$ cat config.mk
export PLATFORM = sky130hd
export DESIGN_NAME = load_store_unit
export DESIGN_NICKNAME = d
export VERILOG_FILES = /design/src/rtl/load_store_unit_pkg.sv /design/src/rtl/load_store_unit_load_extend.sv /design/src/rtl/load_store_unit.sv
export SDC_FILE = /design/constraint.sdc
export NUM_CORES = 1
export LEC_CHECK = 0
export CAP_MARGIN = 0
export CORE_MARGIN = 10
export CORE_UTILIZATION = 45
export DETAILED_ROUTE_END_ITERATION = 6
export PLACE_DENSITY = 0.92
export RECOVER_POWER = 100
export SYNTH_ARGS = -nofsm -noshare
export SYNTH_HDL_FRONTEND = slang
export SYNTH_HIERARCHICAL = 1
export SYNTH_SLANG_ARGS = --single-unit
$ cat constraint.sdc
create_clock -name clk -period 2.2 [get_ports clk]
set_clock_uncertainty 0.2 [all_clocks]
set_input_delay 0.44 -clock clk [delete_from_list [all_inputs] [get_ports clk]]
set_output_delay 0.44 -clock clk [all_outputs]
set_load 0.02 [all_outputs]
$ cat src/rtl/load_store_unit_pkg.sv
// ============================================================================
// load_store_unit_pkg : load/store kind encodings, FSM states, lane helpers
// Rev 1.0
// ============================================================================
`default_nettype none

package load_store_unit_pkg;

   localparam logic [2:0] LD_LB      = 3'b000;
   localparam logic [2:0] LD_LH      = 3'b001;
   localparam logic [2:0] LD_LW      = 3'b010;
   localparam logic [2:0] LD_LBU     = 3'b100;
   localparam logic [2:0] LD_LHU     = 3'b101;
   localparam logic [2:0] LD_NOTLOAD = 3'b111;

   localparam logic [1:0] ST_SB       = 2'b00;
   localparam logic [1:0] ST_SH       = 2'b01;
   localparam logic [1:0] ST_SW       = 2'b10;
   localparam logic [1:0] ST_NOTSTORE = 2'b11;

   typedef enum logic [0:0] {
      S_IDLE   = 1'b0,
      S_ACCESS = 1'b1
   } lsu_state_e;

   // Codes 011 and 110 are reserved and decode as "no load".
   function automatic logic is_load_kind(input logic [2:0] kind);
      return (kind == LD_LB) || (kind == LD_LH) || (kind == LD_LW) ||
             (kind == LD_LBU) || (kind == LD_LHU);
   endfunction

   function automatic logic [3:0] store_be(input logic [1:0] kind, input logic [1:0] lo);
      case (kind)
         ST_SB:   return 4'b0001 << lo;
         ST_SH:   return lo[1] ? 4'b1100 : 4'b0011;
         default: return 4'b1111;
      endcase
   endfunction

   function automatic logic [31:0] store_wdata(input logic [1:0] kind, input logic [31:0] d);
      case (kind)
         ST_SB:   return {4{d[7:0]}};
         ST_SH:   return {2{d[15:0]}};
         default: return d;
      endcase
   endfunction

endpackage

`default_nettype wire

$ cat src/rtl/load_store_unit_load_extend.sv
// ============================================================================
// load_extend : byte/half lane select with sign/zero extension of read data
// Rev 1.0
// ============================================================================
`default_nettype none

module load_extend
   import load_store_unit_pkg::*;
(
   input  logic [31:0] rdata,
   input  logic [1:0]  addr_lo,
   input  logic [2:0]  info_load,
   output logic [31:0] data
);

   logic [7:0]  byte_sel;
   logic [15:0] half_sel;

   always_comb begin
      case (addr_lo)
         2'd0:    byte_sel = rdata[7:0];
         2'd1:    byte_sel = rdata[15:8];
         2'd2:    byte_sel = rdata[23:16];
         default: byte_sel = rdata[31:24];
      endcase
      half_sel = addr_lo[1] ? rdata[31:16] : rdata[15:0];

      case (info_load)
         LD_LB:   data = {{24{byte_sel[7]}}, byte_sel};
         LD_LBU:  data = {24'd0, byte_sel};
         LD_LH:   data = {{16{half_sel[15]}}, half_sel};
         LD_LHU:  data = {16'd0, half_sel};
         default: data = rdata;
      endcase
   end

endmodule

`default_nettype wire

$ cat src/rtl/load_store_unit.sv
// ============================================================================
// load_store_unit : single-outstanding req/ack memory stage with load extension
// Optional feature macro: LSU_MISALIGN_TRAP_EN (reject misaligned half/word)
// Rev 1.0
// ============================================================================
`default_nettype none

module load_store_unit
   import load_store_unit_pkg::*;
(
   input  logic        clk,
   input  logic        rst_n,
   input  logic        req_valid,
   input  logic [2:0]  info_load,
   input  logic [1:0]  info_store,
   input  logic [31:0] addr,
   input  logic [31:0] store_data,
   input  logic [4:0]  dstreg_num,
   output logic        ready,
   output logic        mem_req,
   output logic        mem_we,
   output logic [31:0] mem_addr,
   output logic [3:0]  mem_be,
   output logic [31:0] mem_wdata,
   input  logic [31:0] mem_rdata,
   input  logic        mem_ack,
   output logic        wb_valid,
   output logic [4:0]  wb_reg,
   output logic [31:0] wb_data,
   output logic        misalign_err
);

   lsu_state_e  state_q, state_d;
   logic        mem_req_q, mem_req_d;
   logic        mem_we_q, mem_we_d;
   logic [31:0] mem_addr_q, mem_addr_d;
   logic [3:0]  mem_be_q, mem_be_d;
   logic [31:0] mem_wdata_q, mem_wdata_d;
   logic [2:0]  ld_kind_q, ld_kind_d;
   logic [1:0]  addr_lo_q, addr_lo_d;
   logic [4:0]  dst_q, dst_d;
   logic        wb_valid_q, wb_valid_d;
   logic [4:0]  wb_reg_q, wb_reg_d;
   logic [31:0] wb_data_q, wb_data_d;
   logic        misalign_err_q, misalign_err_d;

   logic        is_load;
   logic        is_store;
   logic        misaligned;
   logic [31:0] load_data;

   load_extend u_load_extend (
      .rdata     (mem_rdata),
      .addr_lo   (addr_lo_q),
      .info_load (ld_kind_q),
      .data      (load_data)
   );

   always_comb begin
      is_load  = is_load_kind(info_load);
      is_store = !is_load && (info_store != ST_NOTSTORE);
`ifdef LSU_MISALIGN_TRAP_EN
      if (is_load)
         misaligned = (((info_load == LD_LH) || (info_load == LD_LHU)) && addr[0]) ||
                      ((info_load == LD_LW) && (addr[1:0] != 2'b00));
      else
         misaligned = ((info_store == ST_SH) && addr[0]) ||
                      ((info_store == ST_SW) && (addr[1:0] != 2'b00));
`else
      misaligned = 1'b0;
`endif
   end

   always_comb begin
      state_d        = state_q;
      mem_req_d      = mem_req_q;
      mem_we_d       = mem_we_q;
      mem_addr_d     = mem_addr_q;
      mem_be_d       = mem_be_q;
      mem_wdata_d    = mem_wdata_q;
      ld_kind_d      = ld_kind_q;
      addr_lo_d      = addr_lo_q;
      dst_d          = dst_q;
      wb_valid_d     = 1'b0;
      wb_reg_d       = wb_reg_q;
      wb_data_d      = wb_data_q;
      misalign_err_d = 1'b0;

      case (state_q)
         S_IDLE: begin
            if (req_valid && (is_load || is_store)) begin
               if (misaligned) begin
                  misalign_err_d = 1'b1;
               end else begin
                  state_d     = S_ACCESS;
                  mem_req_d   = 1'b1;
                  mem_we_d    = is_store;
                  mem_addr_d  = {addr[31:2], 2'b00};
                  mem_be_d    = is_load ? 4'b1111 : store_be(info_store, addr[1:0]);
                  mem_wdata_d = is_load ? 32'd0 : store_wdata(info_store, store_data);
                  ld_kind_d   = info_load;
                  addr_lo_d   = addr[1:0];
                  dst_d       = dstreg_num;
               end
            end
         end
         default: begin
            if (mem_ack) begin
               state_d   = S_IDLE;
               mem_req_d = 1'b0;
               mem_we_d  = 1'b0;
               if (!mem_we_q) begin
                  wb_valid_d = 1'b1;
                  wb_reg_d   = dst_q;
                  wb_data_d  = load_data;
               end
            end
         end
      endcase
   end

   always_ff @(posedge clk or negedge rst_n) begin
      if (!rst_n) begin
         state_q        <= S_IDLE;
         mem_req_q      <= 1'b0;
         mem_we_q       <= 1'b0;
         mem_addr_q     <= 32'd0;
         mem_be_q       <= 4'd0;
         mem_wdata_q    <= 32'd0;
         ld_kind_q      <= LD_NOTLOAD;
         addr_lo_q      <= 2'd0;
         dst_q          <= 5'd0;
         wb_valid_q     <= 1'b0;
         wb_reg_q       <= 5'd0;
         wb_data_q      <= 32'd0;
         misalign_err_q <= 1'b0;
      end else begin
         state_q        <= state_d;
         mem_req_q      <= mem_req_d;
         mem_we_q       <= mem_we_d;
         mem_addr_q     <= mem_addr_d;
         mem_be_q       <= mem_be_d;
         mem_wdata_q    <= mem_wdata_d;
         ld_kind_q      <= ld_kind_d;
         addr_lo_q      <= addr_lo_d;
         dst_q          <= dst_d;
         wb_valid_q     <= wb_valid_d;
         wb_reg_q       <= wb_reg_d;
         wb_data_q      <= wb_data_d;
         misalign_err_q <= misalign_err_d;
      end
   end

   assign ready        = (state_q == S_IDLE);
   assign mem_req      = mem_req_q;
   assign mem_we       = mem_we_q;
   assign mem_addr     = mem_addr_q;
   assign mem_be       = mem_be_q;
   assign mem_wdata    = mem_wdata_q;
   assign wb_valid     = wb_valid_q;
   assign wb_reg       = wb_reg_q;
   assign wb_data      = wb_data_q;
   assign misalign_err = misalign_err_q;

endmodule

`default_nettype wire

==> results.yml, run 1 <==
clocking:
  clk_transition_reported_paths_ns: 0.05
  cts_setup_buffers: 0
  cts_tree: "done"
  cts_buffers: 17
  clkLatencyLatePin_ns: 0.41
  clkSinkCount: 117
  cts-root-buf: "clkbuf_16"
  cts.path.max_buffers: 2
  h-tree-depth: 4
sta:
  final_max_slew_viol_count: 0
  finalSetupViolCount: 0
  period_minus_slack_ns: 2.14
  finalCritPeriodShare: 0.972
  rsz0062_at_grt: "no"
  slew_headroom: 0.280
  tightest_slew_ns: 1.08
  tns_ns: 0
  fmax_mhz: 467
  finalHoldViolations: 0
layout:
  antenna_cells: 0
  regArea_um2: 2930
  multi_input_area_um2: 2460
  fin_nets: 819
  final_cell_area_um2: 8910
  drive_gt1_frac: 0.226
  area_delta_synth_final_pct: 53.8
  fillers: 856
critical_path:
  rr_worst_depth: 5
  start_kind: "input pin"
  r2r-end: "wb_data[29]$_DFFE_PN0P_"
  r2r-start: "addr_lo_q[0]$_DFFE_PN0P_"
  crit_fanout: 10
  worstPathArrival_ns: 2.25
  cp_slowest_cell: "dlygate4sd3_1"
  crit_family: "buffers and inverters"
  path_class: "in -> reg"
  cp_num_buf_inv: 2
  crit_path_cell_trace: "dlygate4sd3_1, nor2b_1, clkbuf_2, nand3_1, o2bb2ai_1"
  reg2reg_slack_ns: 0.07
  max_stage_delay_ns: 0.55
  worstPathRequired_ns: 2.31
  crit_path_end_kind: "flop"
floorplanning:
  initial_core_util: 0.459
  fp.dieH_um: 133
  die_w_um: 133
  core.rowCount: 41
  io_pins: 220
  core-area_um2: 12600
  die_area_um2: 17800
synth:
  synthTopCellsByArea: "dfrtp_1 (49%), mux2_2 (13%), mux2_4 (5.4%), o2bb2ai_1 (3.8%), mux4_1 (3.2%)"
  synth-edff-count: 0
  synth_ff_type: "dfrtp_1"
  synth-seq-area-share: 0.506
  yosysWarnings: 6
  synth_common_cells: "dfrtp_1 (114), mux2_2 (69), nor2_1 (44), o2bb2ai_1 (25), mux2_4 (21)"
  ys_types: 44
  yosysMostFrequentCell: "dfrtp_1"
  async_flop_share: 1.00
  avgSynthCellArea_um2: 12.8
  syn_inst: 454
  synth-seq-cells: 117
  syn_area_um2: 5790
  yosys.area.top_type_share: 0.492
  synth_area_leader_cell: "dfrtp_1"
routing:
  drc: 0
  via_per_inst: 5.59
  vias: 4997
  wl_met2_mm: 10.1
  wl_met1_mm: 7.36
  topRoutingLayerUsed: "met4"
  wl_per_cell_um: 22.6
  ant_nets: 0
  first_iter_violations: 436
  firstDrtPassIters: 5
  met3WireLength_mm: 2.27
  drt_wl_total_mm: 20.2
place:
  dp_hpwl_mm: 15.2
  dpl_cell_area_um2: 8390
  gp_congestion: 0.965
  numPortBuffers: 216
grt:
  first_global_vias: 5550
  grt_usage: 0.226
  grt-ovfl-total: 0
  grt_max_degree: 118
  grt_pass1_wl_mm: 31.6
  antenna_found_initial: 0
power_and_ir_drop:
  p_leak_nw: 3.86
  clkPwrFrac: 0.297
  p_sw_frac: 0.337
  powerDensity_nw_per_um2: 1130
  power_switching_mw: 3.38
  seq_power_share: 0.321
  intPower_mw: 6.67
  peakVddDrop_v: 0.000580
  combPwrFrac: 0.382
hold_path:
  hold_depth: 1
  min_from: "dst_q[3]$_DFFE_PN0P_"
  hold_path.class: "reg -> reg"
  min_to: "wb_reg[3]$_DFFE_PN0P_"
job:
  max_cap_violations: 0
run_status:
  outcome: "completed"
power by group through the flow:
| stage | registers [mW] | clock network (mW) | logic [mW] |
|---|---|---|---|
| finish | 3.22 | 2.99 | 3.84 |
| global route | 3.29 | 3.13 | 4.06 |
| CTS | 3.26 | 3.02 | 4.24 |
| detailed placement | 3.28 | 0 | 4.21 |
| global placement | 3.23 | 0 | 4.08 |
| floorplan | 3.87 | 0 | 1.53 |
cells in the final DEF (no fill, tap or decap), drive strengths merged, types with 2 or more instances in the layout:
cell type and n:
buf 49, clkinv 4, dlygate4sd3 92, o22ai 16, clkbuf 32, nor2 44
a311oi 7, dfstp 3, inv 13, mux4 7, o2111ai 8, mux2 90
nand2b 2, o2bb2ai 25, a22o 8, or2 2, conb 3, clkinvlp 2
a221oi 2, nor2b 11, o221ai 7, dfrtp 114, o211ai 2, nand2 11
o21ai 4, a21oi 16, clkdlybuf4s50 123, mux2i 11, bufinv 4
cells by family after synthesis:
| kind of cell | count (synthesis) | share of synthesized area |
|---|---|---|
| multiplexers | 108 | 0.239 |
| AND/OR/NAND/NOR | 74 | 0.0561 |
| buffers and inverters | 53 | 0.0592 |
| other | 1 | 0.000647 |
| AO/OA/AOI/OAI | 101 | 0.139 |
| flip-flops | 117 | 0.506 |
stage by stage:
stage | utilization | power [mW] | hold slack, ns | setup WS [ns] | cells
detailed placement | 0.664 | 7.49 | 0.277 | -0.131 | 861
global route | 0.706 | 10.5 | 0.296 | 0.0122 | 894
floorplan | - | 5.41 | -0.0556 | 0.308 | 456
global placement | 0.664 | 7.31 | 0.262 | -0.0419 | 861
finish | 0.706 | 10.0 | 0.284 | 0.0606 | 894
CTS | 0.716 | 10.5 | 0.294 | 0.0160 | 894
how the worst max path moves through the flow:
stage	from	cells past startpoint	endpoint	slack (ns)
finish	req_valid	5	mem_wdata[17]$_DFFE_PN0P_	0.06
global route	req_valid	5	mem_wdata[17]$_DFFE_PN0P_	0.01
CTS	state_q$_DFF_PN0_	2	ready	0.02
detailed placement	req_valid	5	mem_wdata[17]$_DFFE_PN0P_	-0.13
global placement	mem_rdata[23]	6	wb_data[29]$_DFFE_PN0P_	-0.04
floorplan	ld_kind_q[1]$_DFFE_PN1P_	6	wb_data[31]$_DFFE_PN0P_	0.31
repair_timing:
| action | in CTS | in global routing |
|---|---|---|
| resized for setup | 0 | 1 |
| endpoints found under the setup margin | 0 | 1 |
| hold buffers | 1 | 0 |
| hold endpoints to repair | 114 | 0 |
layout make-up:
type / count / area share
Clock inverter: 8 / 0.0163
Tap cell: 172 / 0.0241
Timing Repair Buffer: 272 / 0.293
Clock buffer: 24 / 0.0552
Inverter: 15 / 0.00632
Multi-Input combinational cell: 286 / 0.276
Sequential cell: 117 / 0.329
layer usage:
metal | track usage | up-vias
met5 | 0 | -
li1 | - | 2194
met1 | 0.242 | 2412
met2 | 0.381 | 352
met3 | 0.101 | 39
met4 | 0.0901 | 0
(Power assumes the default switching activity.)
==> run 2: changes to the inputs <==
==> constraint.sdc (replaced) <==
create_clock -name clk -period 2.1 [get_ports clk]
set_clock_uncertainty 0.2 [all_clocks]
set_input_delay 0.42 -clock clk [delete_from_list [all_inputs] [get_ports clk]]
set_output_delay 0.42 -clock clk [all_outputs]
set_load 0.02 [all_outputs]
==> run 2 against run 1 <==
Compared with the run above:
- clock power is essentially flat
- sequential power up 6%
- die area is the same
- critical path depth is 4 lower
- wire length shrank 0.42%
- design area about the same
- worst hold slack lost 0.0081 ns
- flip-flop and latch count unchanged
- total power grew 5.9%
==> results.yml, run 2 (synthesis results as in run 1) <==
sta:
  final_max_slew_viol_count: 0
  fmax_mhz: 486
  tightest_slew_ns: 1.09
  finalHoldViolations: 0
  tns_ns: 0
  period_minus_slack_ns: 2.06
  whs_ns: 0.276
  slew_headroom: 0.271
  rsz0062_at_grt: "no"
  finalSetupViolCount: 0
  finalCritPeriodShare: 0.980
layout:
  layout_commonest_cell: "clkdlybuf4s50_1"
  fin_nets: 826
  multi_input_area_um2: 2470
  antenna_cells: 0
  fillers: 881
  regArea_um2: 2930
  area_delta_synth_final_pct: 53.9
  final_cell_mix: "clkdlybuf4s50_1 (209), dfrtp_1 (113), mux2_2 (69)"
  drive_gt1_frac: 0.242
clocking:
  cts-root-buf: "clkbuf_16"
  cts_buffers: 17
  h-tree-depth: 4
  cts_tree: "done"
  clkSinkCount: 117
  cts_setup_buffers: 0
  cts.path.max_buffers: 2
  clkLatencyLatePin_ns: 0.42
  clk_transition_reported_paths_ns: 0.06
power_and_ir_drop:
  combPwrFrac: 0.395
  p_sw_frac: 0.333
  power_switching_mw: 3.54
  peakVddDrop_v: 0.000610
  intPower_mw: 7.10
  seq_power_share: 0.321
  clkPwrFrac: 0.284
  p_leak_nw: 3.81
  powerDensity_nw_per_um2: 1190
  power_mw: 10.6
critical_path:
  crit_path_cell_trace: "clkdlybuf4s50_1"
  reg2reg_slack_ns: 0.07
  worstPathRequired_ns: 1.48
  rr_worst_depth: 4
  r2r-end: "wb_data[28]$_DFFE_PN0P_"
  cp_slowest_cell: "clkdlybuf4s50_1"
  worstPathArrival_ns: 1.44
  max_stage_delay_ns: 0.64
  crit_family: "buffers and inverters"
  start_kind: "flop"
  crit_path_end_kind: "primary output"
  path_class: "reg -> out"
  r2r-start: "ld_kind_q[1]$_DFFE_PN1P_"
  cp_num_buf_inv: 1
  crit_fanout: 2
hold_path:
  hold_depth: 2
  min_from: "mem_req$_DFFE_PN0P_"
  hold_path.class: "reg -> reg"
  min_to: "mem_req$_DFFE_PN0P_"
job:
  max_cap_violations: 0
routing:
  drt_wl_total_mm: 20.2
  wl_per_cell_um: 22.4
  first_iter_violations: 463
  drc: 0
  firstDrtPassIters: 5
  ant_nets: 0
  via_per_inst: 5.57
  vias: 5014
grt:
  first_global_vias: 5593
  grt-ovfl-total: 0
  grt_pass1_wl_mm: 31.3
  grt_usage: 0.224
  grt_max_degree: 118
  antenna_found_initial: 0
floorplanning:
  initial_core_util: 0.459
  die_area_um2: 17800
  fp.dieH_um: 133
  die_w_um: 133
  io_pins: 220
  core-area_um2: 12600
  core.rowCount: 41
place:
  gp_congestion: 0.957
  dp_hpwl_mm: 15.0
  numPortBuffers: 216
run_status:
  outcome: "completed"
-- run 2: cell types whose count changed in the layout (fill, tap and decap cells not counted), moves of 2 or more --
cell / before / now
mux2_1: 21 / 13
buf_4: 44 / 48
buf_6: 1 / 3
o221ai_2: 4 / 1
dlygate4sd3_1: 92 / 1
mux2_4: 1 / 8
clkbuf_1: 7 / 10
o221ai_1: 3 / 6
dlygate4sd2_1: 0 / 2
clkdlybuf4s50_1: 123 / 209
buf_12: 4 / 2
-- run 2: layout make-up --
class | instances | area share
clock buffers | 23 | 0.0559
clock inverters | 8 | 0.0136
inverters | 15 | 0.00674
multi-input cells | 286 | 0.277
flip-flops and latches | 117 | 0.329
well taps | 172 | 0.0241
repair buffers | 279 | 0.294
-- run 2: what timing repair did --
action	in CTS	in global routing
hold buffers	1	0
endpoints found under the hold margin	114	0
endpoints found under the setup margin	2	8
gates cloned	0	0
gates resized for setup	2	6
-- run 2: metal layers --
layer  wire, µm  up-vias  global-route usage
met2      10100      342               0.381
met1       7250     2421               0.237
li1           -     2204                   -
met4        625        0              0.0961
met3       2210       47              0.0955
met5          0        -                   0
-- run 2: worst max path at each step --
stage	slack (ns)	depth (start not counted)	to	start
final	0.04	1	wb_data[18]	wb_data[18]$_DFFE_PN0P_
after global routing	0.001	1	mem_wdata[5]	mem_wdata[5]$_DFFE_PN0P_
after CTS	0.009	1	mem_be[2]	mem_be[2]$_DFFE_PN0P_
after detailed placement	-0.18	6	wb_data[13]$_DFFE_PN0P_	mem_rdata[7]
after global placement	-0.12	6	wb_data[29]$_DFFE_PN0P_	mem_rdata[23]
after floorplan	0.21	6	wb_data[31]$_DFFE_PN0P_	ld_kind_q[1]$_DFFE_PN1P_
-- run 2: power by group through the flow --
stage | logic, mW | registers (mW) | clock network [mW]
after floorplan | 1.61 | 4.06 | 0
after detailed placement | 4.40 | 3.43 | 0
final | 4.20 | 3.42 | 3.02
after global routing | 4.44 | 3.49 | 3.16
after CTS | 4.43 | 3.42 | 3.06
after global placement | 4.28 | 3.39 | 0
-- run 2: per-stage QoR --
stage	worst slack (ns)	std cells	util	area [µm²]
2_1_floorplan	0.208	456	-	5800
5_1_grt	0.00147	900	0.706	8910
3_5_place_dp	-0.182	868	0.669	8440
4_1_cts	0.00857	900	0.718	9060
3_3_place_gp	-0.119	868	0.669	8440
6_report	0.0411	900	0.706	8910
==> run 3: changes to the inputs <==
--- a/config.mk
+++ b/config.mk
@@ -7,9 +7,9 @@
 export LEC_CHECK = 0
 export CAP_MARGIN = 0
 export CORE_MARGIN = 10
-export CORE_UTILIZATION = 45
+export CORE_UTILIZATION = 40
 export DETAILED_ROUTE_END_ITERATION = 6
-export PLACE_DENSITY = 0.92
+export PLACE_DENSITY = 0.87
 export RECOVER_POWER = 100
 export SYNTH_ARGS = -nofsm -noshare
 export SYNTH_HDL_FRONTEND = slang
==> constraint.sdc (replaced) <==
create_clock -name clk -period 1.83 [get_ports clk]
set_clock_uncertainty 0.2 [all_clocks]
set_input_delay 0.366 -clock clk [delete_from_list [all_inputs] [get_ports clk]]
set_output_delay 0.366 -clock clk [all_outputs]
set_load 0.02 [all_outputs]
==> run 3 against run 2 <==
Compared with the run above:
- the run now ends with negative setup slack left
- via count grew 5.0%
- die area grew 11%
- flip-flop and latch count is the same
- clock power grew 18%
- non-clock buffer count grew 36
- critical path depth grew 5
- sequential share of layout area shrank 2.0 points
- critical path type is now reg -> reg
- largest cell class unchanged
==> results.yml, run 3 (synthesis results as in run 1) <==
clocking:
  cts.path.max_buffers: 2
  h-tree-depth: 4
  cts_tree: "done"
  clk_transition_reported_paths_ns: 0.06
  clkLatencyLatePin_ns: 0.42
  clkSinkCount: 117
  cts-root-buf: "clkbuf_16"
  cts_buffers: 17
sta:
  setup_ws_ns: -0.210
  rsz0062_at_grt: "yes"
  slew_headroom: 0.454
  finalSetupViolCount: 61
  fmax_mhz: 490
  final_max_slew_viol_count: 0
  whs_ns: 0.282
  finalCritPeriodShare: 1.11
  period_minus_slack_ns: 2.04
  finalHoldViolations: 0
  tightest_slew_ns: 0.819
grt:
  grt_pass1_wl_mm: 33.6
  grt_usage: 0.214
  grt-ovfl-total: 0
  grt_max_degree: 61
  first_global_vias: 5973
  antenna_found_initial: 0
place:
  numPortBuffers: 216
  dp_hpwl_mm: 15.4
  gp_congestion: 0.925
routing:
  vias: 5265
  drc: 0
  wl_per_cell_um: 23.2
  drt_wl_total_mm: 21.9
  via_per_inst: 5.57
  first_iter_violations: 363
  ant_nets: 0
  firstDrtPassIters: 5
floorplanning:
  core-area_um2: 14000
  fp.dieH_um: 140
  die_area_um2: 19700
  io_pins: 220
  initial_core_util: 0.413
  die_w_um: 140
  core.rowCount: 43
power_and_ir_drop:
  peakVddDrop_v: 0.000725
  intPower_mw: 8.33
  seq_power_share: 0.305
  clkPwrFrac: 0.279
  combPwrFrac: 0.416
  power_switching_mw: 4.48
  powerDensity_nw_per_um2: 1350
  p_leak_nw: 4.40
  p_sw_frac: 0.350
  power_mw: 12.8
critical_path:
  start_kind: "flop"
  worstPathRequired_ns: 1.93
  r2r-end: "wb_data[13]$_DFFE_PN0P_"
  rr_worst_depth: 6
  reg2reg_slack_ns: -0.21
  r2r-start: "addr_lo_q[0]$_DFFE_PN0P_"
  startpoint: "addr_lo_q[0]$_DFFE_PN0P_"
  endpoint: "wb_data[13]$_DFFE_PN0P_"
  worstPathArrival_ns: 2.14
  crit_fanout: 6
  path_class: "reg -> reg"
  crit_path_end_kind: "flop"
run_status:
  outcome: "complete, but fails checks"
  failed_checks: "negative setup slack"
layout:
  drive_gt1_frac: 0.357
  layout_commonest_cell: "dfrtp_1"
  final_cell_mix: "dfrtp_1 (112), clkdlybuf4s50_1 (107), dlygate4sd2_1 (107)"
  area_delta_synth_final_pct: 63.9
  fin_nets: 862
  antenna_cells: 0
hold_path:
  hold_path.class: "reg -> reg"
job:
  max_cap_violations: 0
## run 3: cell count changes in the layout (fill, tap and decap cells not counted), moves of 7 or more
cell	delta
buf_4	+24
buf_6	+7
clkbuf_1	-8
clkdlybuf4s50_1	-102
dlygate4sd2_1	+105
mux2_1	-13
mux2_2	-8
mux2_4	+21
mux4_1	-7
mux4_2	+7
o22ai_1	-14
o22ai_2	+14
## run 3: repair_timing
item / in CTS / in global routing
endpoints found under the setup margin: 139 / 71
buffers inserted: 14 / 4
hold buffers: 1 / 0
endpoints found under the hold margin: 114 / 0
pin swaps: 7 / 7
resized for setup: 148 / 34
cloned: 4 / 1
## run 3: per-stage QoR
stage	setup slack [ns]	cells	cell area, µm²	TNS (ns)	utilization
finish	-0.210	945	9500	-4.73	0.676
global route	-0.232	945	9500	-8.34	0.676
CTS	-0.160	944	9440	-3.61	0.672
detailed placement	-0.523	893	8590	-40.15	0.612
global placement	-0.475	893	8590	-35.43	0.612
floorplan	-0.0429	456	5800	-0.571	-
## run 3: final cells by class
type | count | area [µm²]
fill | 1003 | 4550
sequential | 117 | 2930
timing repair buffer | 315 | 2920
multi-input combinational | 286 | 2720
clock buffer | 18 | 439
tap | 180 | 225
clock inverter | 14 | 200
inverter | 15 | 58.8
## run 3: power by group through the flow
stage	registers [mW]	logic (mW)	clock network, mW
2_1_floorplan	4.66	1.85	0
3_3_place_gp	3.89	5.00	0
3_5_place_dp	3.95	5.13	0
4_1_cts	3.88	5.20	3.63
5_1_grt	4.00	5.62	3.76
6_report	3.91	5.33	3.57
## run 3: worst min path at each step
stage                     slack [ns]                 startpoint                         to  cells past startpoint
after floorplan                -0.13                      rst_n   addr_lo_q[0]$_DFFE_PN0P_                      0
after global placement          0.20                      rst_n    wb_data[12]$_DFFE_PN0P_                      2
after detailed placement        0.21                      rst_n      wb_reg[2]$_DFFE_PN0P_                      2
after CTS                       0.29  mem_wdata[27]$_DFFE_PN0P_  mem_wdata[27]$_DFFE_PN0P_                      1
after global routing            0.31  mem_wdata[13]$_DFFE_PN0P_  mem_wdata[13]$_DFFE_PN0P_                      1
final                           0.28  mem_wdata[27]$_DFFE_PN0P_  mem_wdata[27]$_DFFE_PN0P_                      1
## run 3: worst max-delay path, stage by stage (launching register included)
cell,delay [ns]
dfrtp_2,0.44
mux2_4,0.33
a22oi_4,0.30
buf_12,0.15
buf_12,0.12
o221ai_2,0.10
mux2_4,0.28
## run 3: layer usage
layer  track usage  up-vias  part of all wire
met1         0.228     2550              0.36
met5             0        -                 0
met3        0.0970       77              0.11
met4         0.101        0             0.039
li1              -     2275                 -
met2         0.354      363              0.49
